<file path="src/rtl/fifo_drain.sv">
// fifo_drain: FIFO read controller with 2-entry skid buffer, flush, word counter and sticky underflow flag
module fifo_drain #(
  parameter int FIFO_WIDTH = 16,
  parameter int CNT_WIDTH = 16
) (
  input  logic                  clk,
  input  logic                  rst,
  input  logic                  enable,
  input  logic                  flush,
  input  logic                  fifo_empty,
  input  logic                  fifo_underflow,
  input  logic [FIFO_WIDTH-1:0] fifo_dout,
  output logic                  fifo_rd_en,
  output logic [FIFO_WIDTH-1:0] m_data,
  output logic                  m_valid,
  input  logic                  m_ready,
  output logic [CNT_WIDTH-1:0]  rd_cnt,
  output logic                  underflow_err
);
  typedef enum logic [1:0] {IDLE, RUN, FLUSH} state_t;
  state_t state_q, state_d;
  logic [1:0] occ_q, occ_d, occ_p;
  logic [2:0] lvl;
  logic infl_q, infl_d, err_q, err_d, pop, capture;
  logic [FIFO_WIDTH-1:0] s0_q, s0_d, s1_q, s1_d, s0_p;
  logic [CNT_WIDTH-1:0] cnt_q, cnt_d;
  always_comb begin
    m_valid = occ_q != 2'd0 && state_q != FLUSH;
    pop = m_valid && m_ready;
    lvl = {1'b0, occ_q} + {2'b0, infl_q} - {2'b0, pop};
    fifo_rd_en = !fifo_empty && (state_q == FLUSH || (state_q == RUN && lvl < 3'd2));
    capture = infl_q && state_q != FLUSH && !flush;
    occ_p = occ_q - {1'b0, pop};
    s0_p = pop ? s1_q : s0_q;
    s0_d = capture && occ_p == 2'd0 ? fifo_dout : s0_p;
    s1_d = capture && occ_p == 2'd1 ? fifo_dout : s1_q;
    occ_d = flush ? 2'd0 : occ_p + {1'b0, capture};
    infl_d = fifo_rd_en;
    cnt_d = cnt_q + CNT_WIDTH'(pop);
    err_d = err_q || fifo_underflow;
    state_d = flush ? FLUSH :
              state_q == FLUSH ? ((fifo_empty && !infl_q && occ_q == 2'd0) ? IDLE : FLUSH) :
              enable ? RUN : IDLE;
  end
  always_ff @(posedge clk) begin
    if (rst) begin
      state_q <= IDLE;
      occ_q <= '0;
      infl_q <= 1'b0;
      err_q <= 1'b0;
      s0_q <= '0;
      s1_q <= '0;
      cnt_q <= '0;
    end else begin
      state_q <= state_d;
      occ_q <= occ_d;
      infl_q <= infl_d;
      err_q <= err_d;
      s0_q <= s0_d;
      s1_q <= s1_d;
      cnt_q <= cnt_d;
    end
  end
  assign m_data = s0_q;
  assign rd_cnt = cnt_q;
  assign underflow_err = err_q;
endmodule

</file>
<file path="config.mk">
export PLATFORM = sky130hd
export DESIGN_NAME = fifo_drain
export DESIGN_NICKNAME = d
export VERILOG_FILES = /design/src/rtl/fifo_drain.sv
export SDC_FILE = /design/constraint.sdc
export NUM_CORES = 1
export LEC_CHECK = 0
export CAP_MARGIN = 25
export CORE_ASPECT_RATIO = 1.75
export CORE_MARGIN = 4
export CORE_UTILIZATION = 35
export DETAILED_ROUTE_END_ITERATION = 6
export SLEW_MARGIN = 10
export SYNTH_ARGS = -nofsm -noshare
export SYNTH_HDL_FRONTEND = slang
export SYNTH_SLANG_ARGS = --single-unit
</file>
<file path="constraint.sdc">
create_clock -name clk -period 3.09 [get_ports clk]
set_clock_uncertainty 0.15 [all_clocks]
set_input_delay 0.618 -clock clk [delete_from_list [all_inputs] [get_ports clk]]
set_output_delay 0.618 -clock clk [all_outputs]
set_load 0.05 [all_outputs]
</file>
# After elaboration in Yosys (flattened, before gate mapping)
# Cells that the tools add are included.
# word_totals
register_bits	54
elab_cells	44
# classes
n_addsub	5
reduce_logical	20
muxes	6
n_lt_le_gt_ge	1
n_eq_ne	4
# ops
operator	count
16-bit two-way mux	2
16-bit by 1-bit adder with 16-bit output	1
1-bit logical AND	10
2-bit two-way mux	3
2-bit by 1-bit == test with 1-bit output, second input constant	2
2-bit zero test	2
2-bit nonzero test	2
2-bit by 1-bit adder with 3-bit output	1
1-bit zero test	3
3-bit by 2-bit < comparator with 1-bit output, second input constant	1
3-bit by 1-bit subtractor with 3-bit output	1
2-bit by 1-bit adder with 2-bit output	1
2-bit == test, second input constant	1
1-bit logical OR	2
2-bit inequality test, second input constant	1
2-bit OR reduction	1
2-bit by 1-bit subtractor with 2-bit output	1
1-bit two-way mux	1

# Longest topological paths before layout
# logic_depth
depth_word	8
depth_mapped	11
mapped_depth_nobuf	9

# Worst setup path before layout
# No wires, ideal clock.
# synth_path
path_kind	register -> output
from	register occ_q[1]
to	output port fifo_rd_en
path_slack_ps	-317
stages_incl_launch_ff	10
path_buffers	1
t_required_ps	2322
arrival_ps	2639
cell_sequence	dfxtp_1 > or2_1 > nand3_4 > buf_2 > nor2_1 > o21ai_0 > fa_1 > xnor2_1 > nand4b_1 > a21oi_1
# synth_via
elab_chain_len	8
elab_cells_between_ends	9
# synth_rtl
element	line_no	text
start, declared	22	logic [1:0] occ_q, occ_d, occ_p;
start signal, assigned	48	occ_q <= '0;
start signal, assigned	56	occ_q <= occ_d;
branches (longest 3 deep; another with 2-bit by 1-bit adder with 3-bit output)	n/a	
3-bit by 1-bit subtractor with 3-bit output (*)	30	lvl = {1'b0, occ_q} + {2'b0, infl_q} - {2'b0, pop};
3-bit by 2-bit < comparator with 1-bit output (*)	31	fifo_rd_en = !fifo_empty && (state_q == FLUSH || (state_q == RUN && lvl < 3'd2));
1-bit logical AND (*)	31	
1-bit logical OR (*)	31	
1-bit logical AND (*)	31	
end, declared	13	output logic fifo_rd_en,
# Every way passes the cells marked *.

# Final worst setup path
# layout_path
from	register occ_q[0]
to	output port fifo_rd_en
# Same word-level chain as after synthesis.

==> impl_metrics.ini <==
[run_status]
status = complete, no violations

[synthesis]
ys_warn_count = 0
synth_top_area_share = 0.467
netlist_area_um2 = 2310
synthCells = 253
syn_area_per_cell_um2 = 9.14
synth_edf_count = 0
syn-num-nets = 281
synth.area.top_cells = dfxtp_1 47%, nor2_1 8.0%, mux2i_1 6.9%, nand2_1 5.8%, a311oi_1 5.3%
muxShareOfSynthArea = 0.0692
async_flop_share = 0
synth_top_family_by_area = simple AND/OR/NAND/NOR gates
synth-main-ff-cell = dfxtp_1
synth_fa_ha_area_frac = 0.0303
synth_cell_types = 36
synth.largest_area_cell = dfxtp_1
ys_seq_elements = 54
ys_seq_area_frac = 0.467
synth-xor-area-share = 0.0562
yosys.area_share.simple = 0.247
synth_compound_area_frac = 0.0855

[layout]
fin_cells = 397
utilization = 0.487
nets = 342
antenna_cells = 0
area_delta_synth_final_pct = 36.7
n_fill_cell = 657
drive_gt1_frac = 0.0952

[clocking]
numClockSinks = 54
clk_path_buf_depth = 2
cts_root_buf = clkbuf_16
cts.clk_slew.worst_paths_ps = 70
tritoncts = done
htreeDepth = 2
numCtsBuffers = 5
clk_latency_ps = 280

[placed_design]
place_hpwl_um = 3660
place_ws_ps = -204
routabilityCongestion = 0.750
place_inst = 389
portBuffers = 57

[timing]
finalSetupViolations = 0
fmax_mhz = 338
rsz0062_at_grt = no
slew_headroom = 0.655
period_needed_ps = 2960
hold_viol_final = 0
holdWs_ps = 320
timing.final.max_slew_violations = 0
layout_setup_ws_ps = 128
worst_pin_slew_ps = 515
fin_crit_sh = 0.958

[routing]
drt_first_pass_iters = 4
final_antenna_net_count = 0
drc = 0
wirelength_um = 5140
viasPerCell = 4.90
vias = 1946
first_iter_violations = 66
post_drt_wl_per_cell_um = 13.0

[die]
start_util = 0.356
die_y_um = 116
num_rows = 39
core_um2 = 6490
die_w_um = 69.5
io_pins = 58
fp.dieArea_um2 = 8030

[pwr]
p_sw_mw = 0.310
combPwrFrac = 0.079
p_int_mw = 1.12
power.density_nw_per_um2 = 453
vdd_ir_drop_max_mv = 0.283
leakagePower_nw = 1.08
clkPwrFrac = 0.426
seqPwrFrac = 0.495
netSwitchingFraction = 0.216

[setup_path]
path_class = reg -> out
cp-startpoint = occ_q[0]
timing.rr.end = s1_q[2]
arrival_ps = 2190
crit_path_end_kind = output pin
startpoint_type = register
cp.required_ps = 2320
r2r_start = occ_q[0]
endpoint = fifo_rd_en
r2r_cells = 9
crit_fanout = 4
ff2ff_setup_slack_ps = 560

[grt]
grt_use_met2 = 0.240
grt_pass1_wl_um = 9010
antenna_found_initial = 0
grt_busiest_layer = met2
grtUsageMet1 = 0.159
grt_max_degree = 33
grtUsageTotal = 0.136
gr-usage-met3 = 0.0356
grt_pass1_vias = 1940
overflow = 0

[run]
maxCapViolCount = 0

[hold_path]
hold_class = reg -> reg
[synth_stat cells (all sizes together) (5+ instances only)]
master and instances:
dfxtp 54, nor2 49, nand2 36, a311oi 16, mux2i 16, xnor2 11, buf 7, clkbuf 6
nand3 6, a21oi 5, inv 5, nor2b 5, nor3 5
[state kept, by name, indices dropped and copies added, names as in the netlist]
register	flops
state_q	2
infl_q	1
s1_q	16
occ_q	2
rd_cnt	16
m_data	16
underflow_err	1
[layer usage]
metal / vias up / routed length, um
met4: 0 / 66
met3: 4 / 250
met5: - / 0
li1: 983 / -
met2: 42 / 2580
met1: 917 / 2250
[final cells by class]
cell class              count  area (um2)  share of cell area
multi-input cells         181        1140               0.362
well taps                  82         103              0.0324
flip-flops and latches     54        1080               0.342
repair buffers             67         649               0.205
inverters                   5        18.8             0.00593
clock buffers               8         166              0.0526
[worst min-delay path by stage]
stage                             start             to  slack [ps]  cells past startpoint
after floorplan                s1_q[13]     m_data[13]         310                      2
after global placement    underflow_err  underflow_err         300                      2
after detailed placement  underflow_err  underflow_err         310                      2
after CTS                 underflow_err  underflow_err         330                      2
after global routing          m_data[2]      m_data[2]         350                      2
final                     underflow_err  underflow_err         320                      2
[power groups by stage]
stage / registers, mW / clock network, mW / logic [mW]
floorplan: 0.747 / 0 / 0.0352
global placement: 0.725 / 0 / 0.115
detailed placement: 0.725 / 0 / 0.115
CTS: 0.709 / 0.627 / 0.115
global route: 0.710 / 0.657 / 0.122
finish: 0.709 / 0.610 / 0.113
[repair_timing]
| action | CTS | global route |
|---|---|---|
| hold buffers | 0 | 0 |
| resized for setup | 4 | 0 |
| setup endpoints to repair | 1 | 0 |
| setup buffers | 0 | 0 |
[placed cells by master (no fill, tap or decap), drive strengths merged]
cell type / n
nor4b: 1
nor3: 5
o21ai: 4
nand4b: 1
xnor2: 11
nor2b: 5
nor2: 49
ha: 4
xor2: 3
nand4: 4
nor3b: 1
nand2: 36
inv: 5
nand3: 6
and2: 2
buf: 12
and4: 1
a21oi: 5
a311oi: 16
dlygate4sd2: 1
nand3b: 1
clkbuf: 8
nor4: 4
dfxtp: 54
nand2b: 1
mux2i: 16
clkdlybuf4s50: 54
or3: 3
or2: 1
fa: 1
[kinds of logic (layout without fill, tap and decap cells)]
| family | Yosys count | count (layout) |
|---|---|---|
| multiplexers | 16 | 16 |
| AND/OR/NAND/NOR | 121 | 121 |
| buffers and inverters | 18 | 80 |
| flip-flops | 54 | 54 |
| XOR/XNOR | 14 | 14 |
| AO/OA/AOI/OAI | 25 | 25 |
| adder cells (fa/ha/maj) | 5 | 5 |
[critical path, stage by stage, from the launching register on]
cell and delay [ps]:
dfxtp_1 340, or2_1 260, nand3_4 100, and2_1 120
o21ai_1 70, fa_2 520, nand4b_1 150, a21oi_4 190
buf_12 150
[through the flow]
step	power, mW	setup TNS [ps]	cell area, um2
2_1_floorplan	0.782	0	2320
3_3_place_gp	0.840	-164	2990
3_5_place_dp	0.840	-204	2990
4_1_cts	1.45	0	3160
5_1_grt	1.49	0	3160
6_report	1.43	0	3160
Note: power is estimated with default switching activity, not from simulation.
==> RTL change, RTL diff (config.mk and constraints unchanged) <==
The 3 states of `state_t` get a one-hot encoding in 3 bits.
--- a/src/rtl/fifo_drain.sv
+++ b/src/rtl/fifo_drain.sv
@@ -17,7 +17,7 @@
   output logic [CNT_WIDTH-1:0]  rd_cnt,
   output logic                  underflow_err
 );
-  typedef enum logic [1:0] {IDLE, RUN, FLUSH} state_t;
+  typedef enum logic [2:0] {IDLE = 3'b001, RUN = 3'b010, FLUSH = 3'b100} state_t;
   state_t state_q, state_d;
   logic [1:0] occ_q, occ_d, occ_p;
   logic [2:0] lvl;
Behaviour: same outputs for any inputs over 10 cycles, from zero or initial values and one cycle with rst high; not proved beyond that.
==> RTL change against the original RTL <==
- the flow now finishes with violations (setup timing)
- area after synthesis increased by 0.81%
- sequential cell count grew 1
- total power decreased by 2.1%
- final area rose by 5.2%
- setup slack lost 280 ps
- cell count up 4.3%
- routed wire length grew 7.7%
- critical path type unchanged
- highest routed layer unchanged
==> RTL change: results (changes against the original RTL) <==
### Clocking
- 2 — post-CTS setup repair buffer count, +2
- 6 — number of resized instances in the post-cts repair step, +2

### Final layout
- 4.66% — clock network share of area, -0.60 points
- 22.9% — non-clock buffering overhead in the final layout, +2.4 points
- 33.1% — sequential fraction of total cell area, -1.1 points
- 77 — non-clock buffer instance count of the final layout, +15%
- 642 — number of filler instances in the final layout, -2.3%
- 188 — multi-input logic cell count, +3.9%
- 358 — Post-layout nets, +4.7%
- 4 — inverter count, -1
- 6 — clock buffers, -2
- 1190 um^2 — area used by multi-input combinational logic, +4.0%
- 13.0% — share of post-route cells with drive strength above 1, +3.4 points

### Yosys
- sky130_fd_sc_hd__dfxtp_1 (55), sky130_fd_sc_hd__nor2_1 (51), sky130_fd_sc_hd__nand2_1 (39), sky130_fd_sc_hd__a311oi_1 (16), sky130_fd_sc_hd__mux2i_1 (16) — top cell types by occurrence after synthesis
- 8.90 um^2 — mean instance size in the synthesized netlist, -2.7%
- 5.26% — post-synthesis xor/xnor area fraction, -0.37 points
- 47.2% — Seq/Total Area, Yosys, +0.48 points
- 2.47% — area share of fa/ha/maj cells after synthesis, -0.56 points
- 6.87% — mux cell area share after synthesis, -0.056 points
- sky130_fd_sc_hd__dfxtp_1 (47%), sky130_fd_sc_hd__nor2_1 (8.2%), sky130_fd_sc_hd__mux2i_1 (6.9%) — top cells by area in the synthesized netlist
- 289 — Net Count, Synth, +2.8%
- 55 — total of flip-flops plus latches after synthesis, +1.9%
- 9.76% — Compound-Gate Fraction of Synth Area, +1.2 points

### Global route
- 27.5% — Global Route met2 Usage, +3.4 points
- 4.08% — met3 routing resource usage after global routing, +0.52 points
- 56 — maximum number of pins on one net before global-route repair, +70%
- 14.3% — total routing resource utilization after global routing, +0.73 points

### Routing
- 2,047 — total number of vias, +5.2%
- 5540 um — routed wire length, +7.7%
- 4.94 — drt via density, +0.87%
- 45 — number of DRC violations after detailed-routing iteration 0, -32%

### Worst setup path
- state_q[1] — Crit. Startpoint
- m_data[12] — worst flop-to-flop path endpoint
- 2480 ps — Data arrival, critical path, +290 ps
- 10 — FF-to-FF path depth, +1
- 260 ps — setup slack on the worst flop-to-flop path, -300 ps
- sky130_fd_sc_hd__fa_1 — library cell contributing the largest single delay on the critical path
- 490 ps — highest cell delay on the worst timing path, -30 ps

### Timing
- -155 ps — aggregate negative setup slack, -155 ps
- -155 ps — fin worst setup slack, -283 ps
- 315 ps — final hold slack, -5.18 ps
- 1 — final setup violating endpoints, +1
- 65.2% — tightest slew margin relative to the limit, -0.32 points

### Place
- 401 — cell total after placement, +3.1%
- -404 ps — pre-CTS worst setup slack, -200 ps
- 3880 um — DP HPWL, +6.0%
- 0.742 — global placer's final weighted congestion, -0.97%

### Power and ir drop
- 51.2% — register share of total power, +1.7 points
- 41.5% — part of the power in the clock network, -1.1 points
- 1.18 nW — cell leakage power, +9.2%
- 0.313 mW — Net Sw Power, +1.1%

### Run status
- finished, violations left — run status
- setup timing — failing checks

RTL change: cell types whose count changed after synthesis, sizes merged, moves of 2 or more:
| cell | unedited run | this run |
|---|---|---|
| xnor2 | 11 | 5 |
| xor2 | 3 | 9 |
| nor2b | 5 | 1 |
| or4 | 0 | 4 |
| nand2 | 36 | 39 |
| o31ai | 0 | 3 |
| and4 | 1 | 3 |
| inv | 5 | 3 |
| nand3 | 6 | 4 |
| nor2 | 49 | 51 |
RTL change: routing by layer:
metal	routed length, um	part of all wire [%]	up-vias
li1	-	-	1044
met1	2150	39	960
met2	3020	54	37
met3	275	5.0	6
met4	92	1.7	0
met5	0	0	-
RTL change: critical path: cells and delay by family, from the launching register on:
kind,cells,cell delay [ps]
simple gates,6,1090
fa+ha+maj,1,490
flops,1,310
buf+inv,1,160
compound gates,2,140
RTL change: metrics by stage:
stage	utilization, %	cell area (um^2)
final	51.3	3330
after global routing	51.3	3330
after CTS	50.6	3290
after detailed placement	47.9	3110
after global placement	47.9	3110
after floorplan	-	2370
